### src/rtl/arbitro_mux_4_pkg.sv
// Shared constants, FSM state encoding and one-hot helper for the arbitro_mux_4 block.
// Latency: none (declarations only).
// Backpressure: not applicable.
package arbitro_mux_4_pkg;

    localparam int N_REQ = 4;
    localparam int SEL_W = 2;

    typedef enum logic {
        IDLE  = 1'b0,
        GRANT = 1'b1
    } state_t;

    // Convert a requester index into its one-hot grant vector
    function automatic logic [N_REQ-1:0] onehot2(input logic [SEL_W-1:0] idx);
        logic [N_REQ-1:0] v;
        v      = '0;
        v[idx] = 1'b1;
        return v;
    endfunction

endpackage

### src/rtl/arbitro_mux_4_if.sv
// Requester/consumer bundle of arbitro_mux_4: four request lines and data words in, grant/select/data out.
// Latency: none (wiring only).
// Backpressure: requesters hold req high for a whole transaction; no ready path back to the consumer.
interface arbitro_mux_4_if
    import arbitro_mux_4_pkg::*;
#(
    parameter int W = 8
);
    logic [N_REQ-1:0] req;
    logic [W-1:0]     D0;
    logic [W-1:0]     D1;
    logic [W-1:0]     D2;
    logic [W-1:0]     D3;
    logic [N_REQ-1:0] gnt;
    logic [SEL_W-1:0] S;
    logic [W-1:0]     Y;
    logic             y_valid;
    logic             busy;

    // Requester side: drives requests and data, observes the arbitration result
    modport master (
        output req, D0, D1, D2, D3,
        input  gnt, S, Y, y_valid, busy
    );

    // Arbiter side
    modport slave (
        input  req, D0, D1, D2, D3,
        output gnt, S, Y, y_valid, busy
    );

endinterface

### src/rtl/arbitro_prio_4.sv
// Rotating-priority picker: first set request bit scanning ptr, ptr+1, ... modulo 4.
// Latency: combinational, zero cycles.
// Backpressure: none; the caller decides when the pick is consumed.
module arbitro_prio_4
    import arbitro_mux_4_pkg::*;
(
    input  logic [N_REQ-1:0] req,
    input  logic [SEL_W-1:0] ptr,
    output logic             any,
    output logic [SEL_W-1:0] idx
);

    // Scan from the farthest offset down to ptr so the nearest set bit is the last one written
    always_comb begin
        logic [SEL_W-1:0] cand;
        cand = '0;
        any  = 1'b0;
        idx  = ptr;
        for (int i = N_REQ - 1; i >= 0; i--) begin
            cand = ptr + SEL_W'(i);
            if (req[cand]) begin
                any = 1'b1;
                idx = cand;
            end
        end
    end

endmodule

### src/rtl/arbitro_mux_4.sv
// Round-robin arbiter sharing one registered 4:1 W-bit mux; ARB_PRIO_FIXA_EN selects fixed priority (index 0 highest).
// Latency: req->gnt/S 1 cycle, req->Y/y_valid 2 cycles; every release costs one dead cycle.
// Backpressure: a grant lasts while req[S] stays high, cut after MAX_HOLD cycles if another requester waits.
module arbitro_mux_4
    import arbitro_mux_4_pkg::*;
#(
    parameter int W        = 8,
    parameter int MAX_HOLD = 16
) (
    input  logic             clk,
    input  logic             rst,
    arbitro_mux_4_if.slave   bus_io
);

    // MAX_HOLD of 0 disables the timeout; the counter keeps a 1-bit minimum width
    localparam int               HC_W       = (MAX_HOLD > 1) ? $clog2(MAX_HOLD) : 1;
    localparam int               HOLD_LIM   = (MAX_HOLD > 0) ? (MAX_HOLD - 1) : 0;
    localparam logic [HC_W-1:0]  HOLD_TOP   = HC_W'(HOLD_LIM);
    localparam bit               TIMEOUT_EN = (MAX_HOLD > 0);

    state_t           state_q;
    logic [SEL_W-1:0] ptr_q;
    logic [SEL_W-1:0] s_q;
    logic [N_REQ-1:0] gnt_q;
    logic [HC_W-1:0]  hold_q;
    logic [W-1:0]     y_q;
    logic             y_valid_q;
    logic             busy_q;

    logic             pick_any;
    logic [SEL_W-1:0] pick_idx;
    logic             rel_d;
    logic [HC_W-1:0]  hold_d;
    logic [SEL_W-1:0] ptr_d;
    logic [W-1:0]     sel_dat;

    arbitro_prio_4 u_prio (
        .req (bus_io.req),
        .ptr (ptr_q),
        .any (pick_any),
        .idx (pick_idx)
    );

    // Release decision: owner dropped its request, or it hit the hold limit while someone else waits
    always_comb begin
        logic own_req;
        logic others_pend;
        logic hold_sat;
        own_req     = bus_io.req[s_q];
        others_pend = |(bus_io.req & ~gnt_q);
        hold_sat    = (hold_q == HOLD_TOP);
        rel_d       = !own_req || (TIMEOUT_EN && hold_sat && others_pend);
        hold_d      = hold_sat ? hold_q : hold_q + 1'b1;
`ifdef ARB_PRIO_FIXA_EN
        // Fixed priority: the scan always starts at index 0
        ptr_d       = '0;
`else
        // Round robin: the next scan starts just past the requester being released
        ptr_d       = s_q + 1'b1;
`endif
    end

    // Shared 4:1 data mux steered by the registered select code
    always_comb begin
        sel_dat = bus_io.D0;
        case (s_q)
            2'd0:    sel_dat = bus_io.D0;
            2'd1:    sel_dat = bus_io.D1;
            2'd2:    sel_dat = bus_io.D2;
            default: sel_dat = bus_io.D3;
        endcase
    end

    // Arbitration FSM with registered grant, select, data and status outputs
    always_ff @(posedge clk) begin
        if (rst) begin
            state_q   <= IDLE;
            ptr_q     <= '0;
            s_q       <= '0;
            gnt_q     <= '0;
            hold_q    <= '0;
            y_q       <= '0;
            y_valid_q <= 1'b0;
            busy_q    <= 1'b0;
        end else begin
            case (state_q)
                IDLE: begin
                    if (pick_any) begin
                        state_q <= GRANT;
                        gnt_q   <= onehot2(pick_idx);
                        s_q     <= pick_idx;
                        busy_q  <= 1'b1;
                        hold_q  <= '0;
                    end
                end
                GRANT: begin
                    if (rel_d) begin
                        // Y keeps its last word; S keeps its last index while idle
                        state_q   <= IDLE;
                        gnt_q     <= '0;
                        busy_q    <= 1'b0;
                        y_valid_q <= 1'b0;
                        ptr_q     <= ptr_d;
                    end else begin
                        y_q       <= sel_dat;
                        y_valid_q <= 1'b1;
                        hold_q    <= hold_d;
                    end
                end
                default: begin
                    state_q <= IDLE;
                end
            endcase
        end
    end

    assign bus_io.gnt     = gnt_q;
    assign bus_io.S       = s_q;
    assign bus_io.Y       = y_q;
    assign bus_io.y_valid = y_valid_q;
    assign bus_io.busy    = busy_q;

endmodule

### src/flat_wrapper.sv
// flat-port wrapper written by rule: the top's interface ports become plain ports
module arbitro_mux_4_flat import arbitro_mux_4_pkg::*;
#(
    parameter int W        = 8,
    parameter int MAX_HOLD = 16
)
  (clk, rst, bus_io_req, bus_io_D0, bus_io_D1, bus_io_D2, bus_io_D3, bus_io_gnt, bus_io_S, bus_io_Y, bus_io_y_valid, bus_io_busy);
  arbitro_mux_4_if #(.W(W)) bus_io_i ();
  input  logic clk;
  input  logic rst;
  input wire logic [$bits(bus_io_i.req)-1:0] bus_io_req;
  input wire logic [$bits(bus_io_i.D0)-1:0] bus_io_D0;
  input wire logic [$bits(bus_io_i.D1)-1:0] bus_io_D1;
  input wire logic [$bits(bus_io_i.D2)-1:0] bus_io_D2;
  input wire logic [$bits(bus_io_i.D3)-1:0] bus_io_D3;
  output wire logic [$bits(bus_io_i.gnt)-1:0] bus_io_gnt;
  output wire logic [$bits(bus_io_i.S)-1:0] bus_io_S;
  output wire logic [$bits(bus_io_i.Y)-1:0] bus_io_Y;
  output wire logic [$bits(bus_io_i.y_valid)-1:0] bus_io_y_valid;
  output wire logic [$bits(bus_io_i.busy)-1:0] bus_io_busy;
  assign bus_io_i.req = bus_io_req;
  assign bus_io_i.D0 = bus_io_D0;
  assign bus_io_i.D1 = bus_io_D1;
  assign bus_io_i.D2 = bus_io_D2;
  assign bus_io_i.D3 = bus_io_D3;
  assign bus_io_gnt = bus_io_i.gnt;
  assign bus_io_S = bus_io_i.S;
  assign bus_io_Y = bus_io_i.Y;
  assign bus_io_y_valid = bus_io_i.y_valid;
  assign bus_io_busy = bus_io_i.busy;
  arbitro_mux_4 #(.W(W), .MAX_HOLD(MAX_HOLD)) u_core (.clk(clk), .rst(rst), .bus_io(bus_io_i));
endmodule
### config.mk
export PLATFORM = sky130hd
export DESIGN_NAME = arbitro_mux_4_flat
export DESIGN_NICKNAME = d
export VERILOG_FILES = /design/src/rtl/arbitro_mux_4_pkg.sv /design/src/rtl/arbitro_mux_4_if.sv /design/src/rtl/arbitro_prio_4.sv /design/src/rtl/arbitro_mux_4.sv /design/src/flat_wrapper.sv
export SDC_FILE = /design/constraint.sdc
export NUM_CORES = 1
export LEC_CHECK = 0
export CAP_MARGIN = 20
export CORE_MARGIN = 3
export CORE_UTILIZATION = 41
export CTS_CLUSTER_DIAMETER = 60
export DETAILED_ROUTE_END_ITERATION = 16
export MAX_ROUTING_LAYER = met4
export PLACE_DENSITY = 0.72
export SLEW_MARGIN = 25
export SYNTH_ARGS = -nofsm -noshare
export SYNTH_HDL_FRONTEND = slang
export SYNTH_HIERARCHICAL = 1
export SYNTH_SLANG_ARGS = --single-unit
### constraint.sdc
create_clock -name clk -period 4.1 [get_ports clk]
set_input_delay 0.615 -clock clk [delete_from_list [all_inputs] [get_ports clk]]
set_output_delay 0.615 -clock clk [all_outputs]
set_load 0.05 [all_outputs]
Yosys cells after proc, flatten, opt, wreduce, memory -nomap -nowiden
Cells that the tools add are included.
Operators by class
  add/sub/neg operators: 5
  $mul: 0
  div/mod/pow operators: 0
  order comparisons: 7
  eq/ne operators: 7
  shift-type cells: 0
  mux-type cells: 34
  bitwise gates (word level): 4
  reduce and logical (&&, ||, !) cells: 11
Operator list (count)
  8-bit one-hot mux with 3 select lines: 1
  4-bit 2-to-1 mux: 5
  2-bit by 3-bit < comparator with 1-bit output (second input constant): 6
  4-bit one-hot mux with 2 select lines: 2
  1-bit 2-to-1 mux: 14
  1-bit binary-select mux with 2-bit select: 5
  2-bit 2-to-1 mux: 4
  2-bit AND reduction: 4
  2-bit inequality test (second input constant): 3
  2-bit by 1-bit adder with 2-bit output (second input constant): 2
  2-bit adder (second input constant): 2
  4-bit by 1-bit adder with 4-bit output (second input constant): 1
  4-bit AND: 1
  4-bit == test (second input constant): 1
  4-bit inverter: 1
  1-bit one-hot mux with 2 select lines: 2
  4-bit OR reduction: 1
  3-bit AND reduction: 1
  1-bit demux with 2-bit select: 1
  2-bit by 1-bit == test with 1-bit output (second input constant): 1
  2-bit == test (second input constant): 1
  2-bit by 1-bit >= comparator with 1-bit output (second input constant): 1
  1-bit logical AND: 2
  2-bit logical NOT: 1
  4 further kinds: 5
Storage, ports and cells
  flip-flop bits (word level): 23
  latch bits: 0
  RAM bits: 0
  bits in read-only memories: 0
  input bits: 38
  memories kept: 0

Logic depth before layout (Yosys ltp)
  depth in word-level cells: 13
  depth in mapped cells: 8
  gate-level depth less buffers: 7

Hierarchy
Netlist, hierarchy kept.
By module, submodules not included
  arbitro_mux_4: times used 1, cells each 148, area an instance 1363.8 µm², sequential area each 460.4 µm²
  arbitro_prio_4: times used 1, cells each 16, area an instance 100.1 µm², sequential area each 0.0 µm²

Least setup slack after synthesis
Ideal clock, no wire load.
  path type: reg-to-reg
  start point: reg u_core.s_q[0], in the netlist u_core/bus_io.S[0]
  end point: reg u_core.ptr_q[0]
  arrival time: 1998 ps
  setup slack: 1979 ps
  cell stages (with the launch flop): 6
  buffers on the path: 2
  cells stage by stage: dfxtp_1 > buf_6 > mux4_2 > buf_6 > a21oi_4 > mux2_1
Between the ends
  word-level cells in the longest chain between the ends: 5
  elaborated cells on any way between the ends: 6
  classes of those cells: 1 x add/sub; 2 x mux; 3 x reduce/logical
RTL lines
  from (decl): RTL line arbitro_mux_4.sv:23  | logic [SEL_W-1:0] s_q;
  from (signal assigned): RTL line arbitro_mux_4.sv:91  | s_q <= pick_idx;
  1-bit binary-select mux with 2-bit select: RTL line arbitro_mux_4.sv:49  | own_req = bus_io.req[s_q];
  1-bit 2-to-1 mux (implied by the code): RTL line arbitro_mux_4.sv:49
  1-bit logical NOT: RTL line arbitro_mux_4.sv:52  | rel_d = !own_req || (TIMEOUT_EN && hold_sat && others_pend);
  1-bit logical OR: RTL line arbitro_mux_4.sv:52
  2-bit AND reduction (no source line)
  to (signal assigned): RTL line arbitro_mux_4.sv:103  | ptr_q <= ptr_d;
  to (decl): RTL line arbitro_mux_4.sv:22  | logic [SEL_W-1:0] ptr_q;
Several ways; a longest one is shown, not always the timed one. The select of a mux whose other input is x is not followed.
A chain may end at the register's enable or synchronous reset.

Worst setup path after layout
  start point: reg u_core.s_q[0], in the netlist u_core/bus_io.S[0]
  end point: out bus_io_S[0]
RTL lines
  to (decl): RTL line flat_wrapper.sv:17  | output wire logic [$bits(bus_io_i.S)-1:0] bus_io_S;
No word-level cell between the ends.

==> flow_metrics.tcl <==
set metrics [dict create \
    worstMarginPinSlew_ns 0.8026 \
    worstHoldPathType "reg -> reg" \
    core_mm2 0.003390 \
    fin_crit_ns 2.347 \
    syn_to_final_growth_pct 38.03 \
    synth_cell_types 41 \
    power_density_mw_per_mm2 286.1 \
    critPathKind "reg -> out" \
    drt_drc_violations_left 0 \
    yosys-top-cells-area "dfxtp_1, a222oi_1, nor2b_1, ha_1, a211o_1" \
    drive_above_1_share 0.08962 \
    ant_nets 0 \
    timing.hold.ws_ns 0.4864 \
    start_util 0.4319 \
    yosys_warnings 6 \
    finClkSkew_ns 0.001981 \
    fin_crit_sh 0.5725 \
    cp_slowest_cell "clkdlybuf4s50_1" \
    crit_chain "clkdlybuf4s50_1" \
    antenna_found_initial 0 \
    diodes 0 \
    ios 54 \
    rr_worst_depth 6 \
    cts_resized 0 \
    timing.rr.end "u_core/bus_io.Y[0]" \
    hold_violations 0 \
    gr-total-overflow 0 \
    critPathMaxStageDelay_ns 0.87 \
    die_w_um 65.76 \
    fmax_mhz 426.1 \
    postCtsHoldBufs 0 \
    critPathCapture "bus_io_S[0]" \
    vias 1434 \
    clockBufferDepth 2 \
    cts_tree "done" \
    fin_ws_ns 1.753 \
    clk_latency_ns 0.32 \
    vias_per_cell 5.558 \
    root_buffer "clkbuf_4" \
    ir_drop_mv 0.1742 \
    port-buffer-count 53 \
    slew_violations 0 \
    setup_viol 0 \
    timing.max_cap.violations 0 \
    final_util 0.5962 \
    htree_levels 1 \
    wire_per_inst_um 15.83 \
    synth_common_cells "dfxtp_1, nor2_1, nor2b_1, a21oi_1, nand2_1" \
    globalplace.congestion 0.8511 \
    synth_fp_nets 207 \
    synth_cells 164 \
    synth_top_area_frac 0.3145 \
    status "complete, no violations" \
    ys_seq_area_frac 0.3145 \
    critPathMaxFanout 8 \
    grt_pass1_vias 1448 \
    wl_um 4083 \
    worstSetupPathDepth 1 \
    dp_hpwl_um 3074 \
    finalNetCount 256 \
    relSlewSlack 0.4633 \
    cp.required_ns 3.48 \
    num_rows 21 \
    synth_area_leader_cell "dfxtp_1" \
    path_buf_inv 1 \
    synth_most_common_cell "dfxtp_1" \
    cts_made_buffers 3 \
    synth_enable_flop_cells 0 \
    cp-start-kind "flip-flop" \
    critPathLaunch "u_core/bus_io.S[0]" \
    critPathTopFamily "buffers and inverters" \
    clk_pin_slew_ns 0.13 \
    place_ws_ns 1.462 \
    drt_iter0_markers 179 \
    fillers 300 \
    fp.dieH_um 65.76 \
    grt_usage 0.2066 \
    synth_flop_cell "dfxtp_1" \
    hp-start "u_core/bus_io.Y[4]" \
    arrival_ns 1.73 \
    rsz0062_at_grt "false" \
    syn_area_mm2 0.001464 \
    leakage_nw 0.7530 \
    post-cts-setup-buffers 0 \
    r2r_setup_slack_ns 2.13 \
    avgSynthCellArea_um2 8.926 \
    dieArea_mm2 0.004324 \
    cts.sinks 23 \
    grt_start_max_net_pins 23 \
    r2r_start "u_core/bus_io.S[0]" \
    final.setup.tns_ns 0 \
    synth-async-reset-ratio 0 \
    ys_ff_latch 23 \
    grt_pass1_wl_um 6872 \
    endpoint_kind "primary output" \
    dr.pass1.iters 4 \
]
## layer usage
metal,part of all wire,track usage,vias to the layer above
met5,0,-,-
met4,0.0066,0.03886,0
met3,0.043,0.03932,5
met2,0.51,0.3442,38
met1,0.44,0.2618,662
li1,-,-,729
## how the worst min path moves through the flow
| stage | cells past startpoint | end | slack, ns |
|---|---|---|---|
| finish | 2 | u_core/bus_io.Y[4] | 0.49 |
| floorplan | 2 | u_core/hold_q[1] | 0.45 |
| CTS | 2 | u_core/bus_io.Y[4] | 0.49 |
| global placement | 2 | u_core/bus_io.Y[4] | 0.45 |
| global route | 2 | u_core/hold_q[1] | 0.51 |
| detailed placement | 2 | u_core/bus_io.Y[4] | 0.47 |
## layout by cell type (no fill, tap or decap), types with 2 or more instances in the layout
cell type	netlist	routed
nand3_1	2	2
nor4_1	7	7
nand2_1	9	9
a2bb2oi_1	2	2
nand3b_1	2	2
ha_1	5	5
a21oi_1	9	9
nand4_1	3	3
nor3_1	4	4
mux2i_1	6	6
nand2b_1	5	5
nor2_1	14	14
and2b_2	2	2
inv_1	4	4
clkinv_1	2	2
a31o_2	7	7
o21ai_0	4	4
clkdlybuf4s50_1	0	53
a211o_1	7	7
a222oi_1	8	8
and2_1	2	2
nor2b_1	11	11
dfxtp_1	23	23
clkbuf_4	0	3
a41oi_1	2	2
## power breakdown
| group | internal [mW] | total (mW) | switching [mW] |
|---|---|---|---|
| registers | 0.240 | 0.257 | 0.0170 |
| clock network | 0.0373 | 0.111 | 0.0742 |
| logic | 0.0975 | 0.210 | 0.113 |
| total | 0.374 | 0.578 | 0.204 |
## logic make-up (layout without fill, tap and decap cells)
kind of cell	Yosys count	after routing	share of synthesized area
and+or+nand+nor	66	66	0.2496
buffers and inverters	15	63	0.05726
adders and majority gates	5	5	0.04274
muxes	9	9	0.07179
DFF	23	23	0.3145
AOI/OAI and AO/OA	46	46	0.2641
## state kept, by name (all words and copies together) (netlist names)
signal	cells
u_core/bus_io.S	2
u_core/hold_q	4
u_core/bus_io.busy	1
u_core/bus_io.Y	8
u_core/bus_io.gnt	4
u_core/state_q	1
u_core/ptr_q	2
u_core/bus_io.y_valid	1
## tightest hold or removal path, stage by stage, from the launching register on
cell and delay (ns):
dfxtp_1 0.34, nand2_1 0.06, mux2i_1 0.06
## stage by stage
stage / std cells / area (µm²) / power, mW
after floorplan: 164 / 1464 / 0.3928
after global placement: 254 / 1991 / 0.4671
after detailed placement: 254 / 1991 / 0.4701
after CTS: 258 / 2021 / 0.5834
after global routing: 258 / 2021 / 0.6125
final: 258 / 2021 / 0.5781
## layout make-up
class                           instances  area [µm²]  share of cell area
Sequential cell                        23       460.4              0.2279
Clock inverter                          1       7.507            0.003715
Clock buffer                            3       22.52             0.01115
Timing Repair Buffer                   53       530.5              0.2625
Tap cell                               46       57.56             0.02848
Multi-Input combinational cell        126       919.6              0.4551
Inverter                                6       22.52             0.01115
Power figures use the tool's default switching activity.
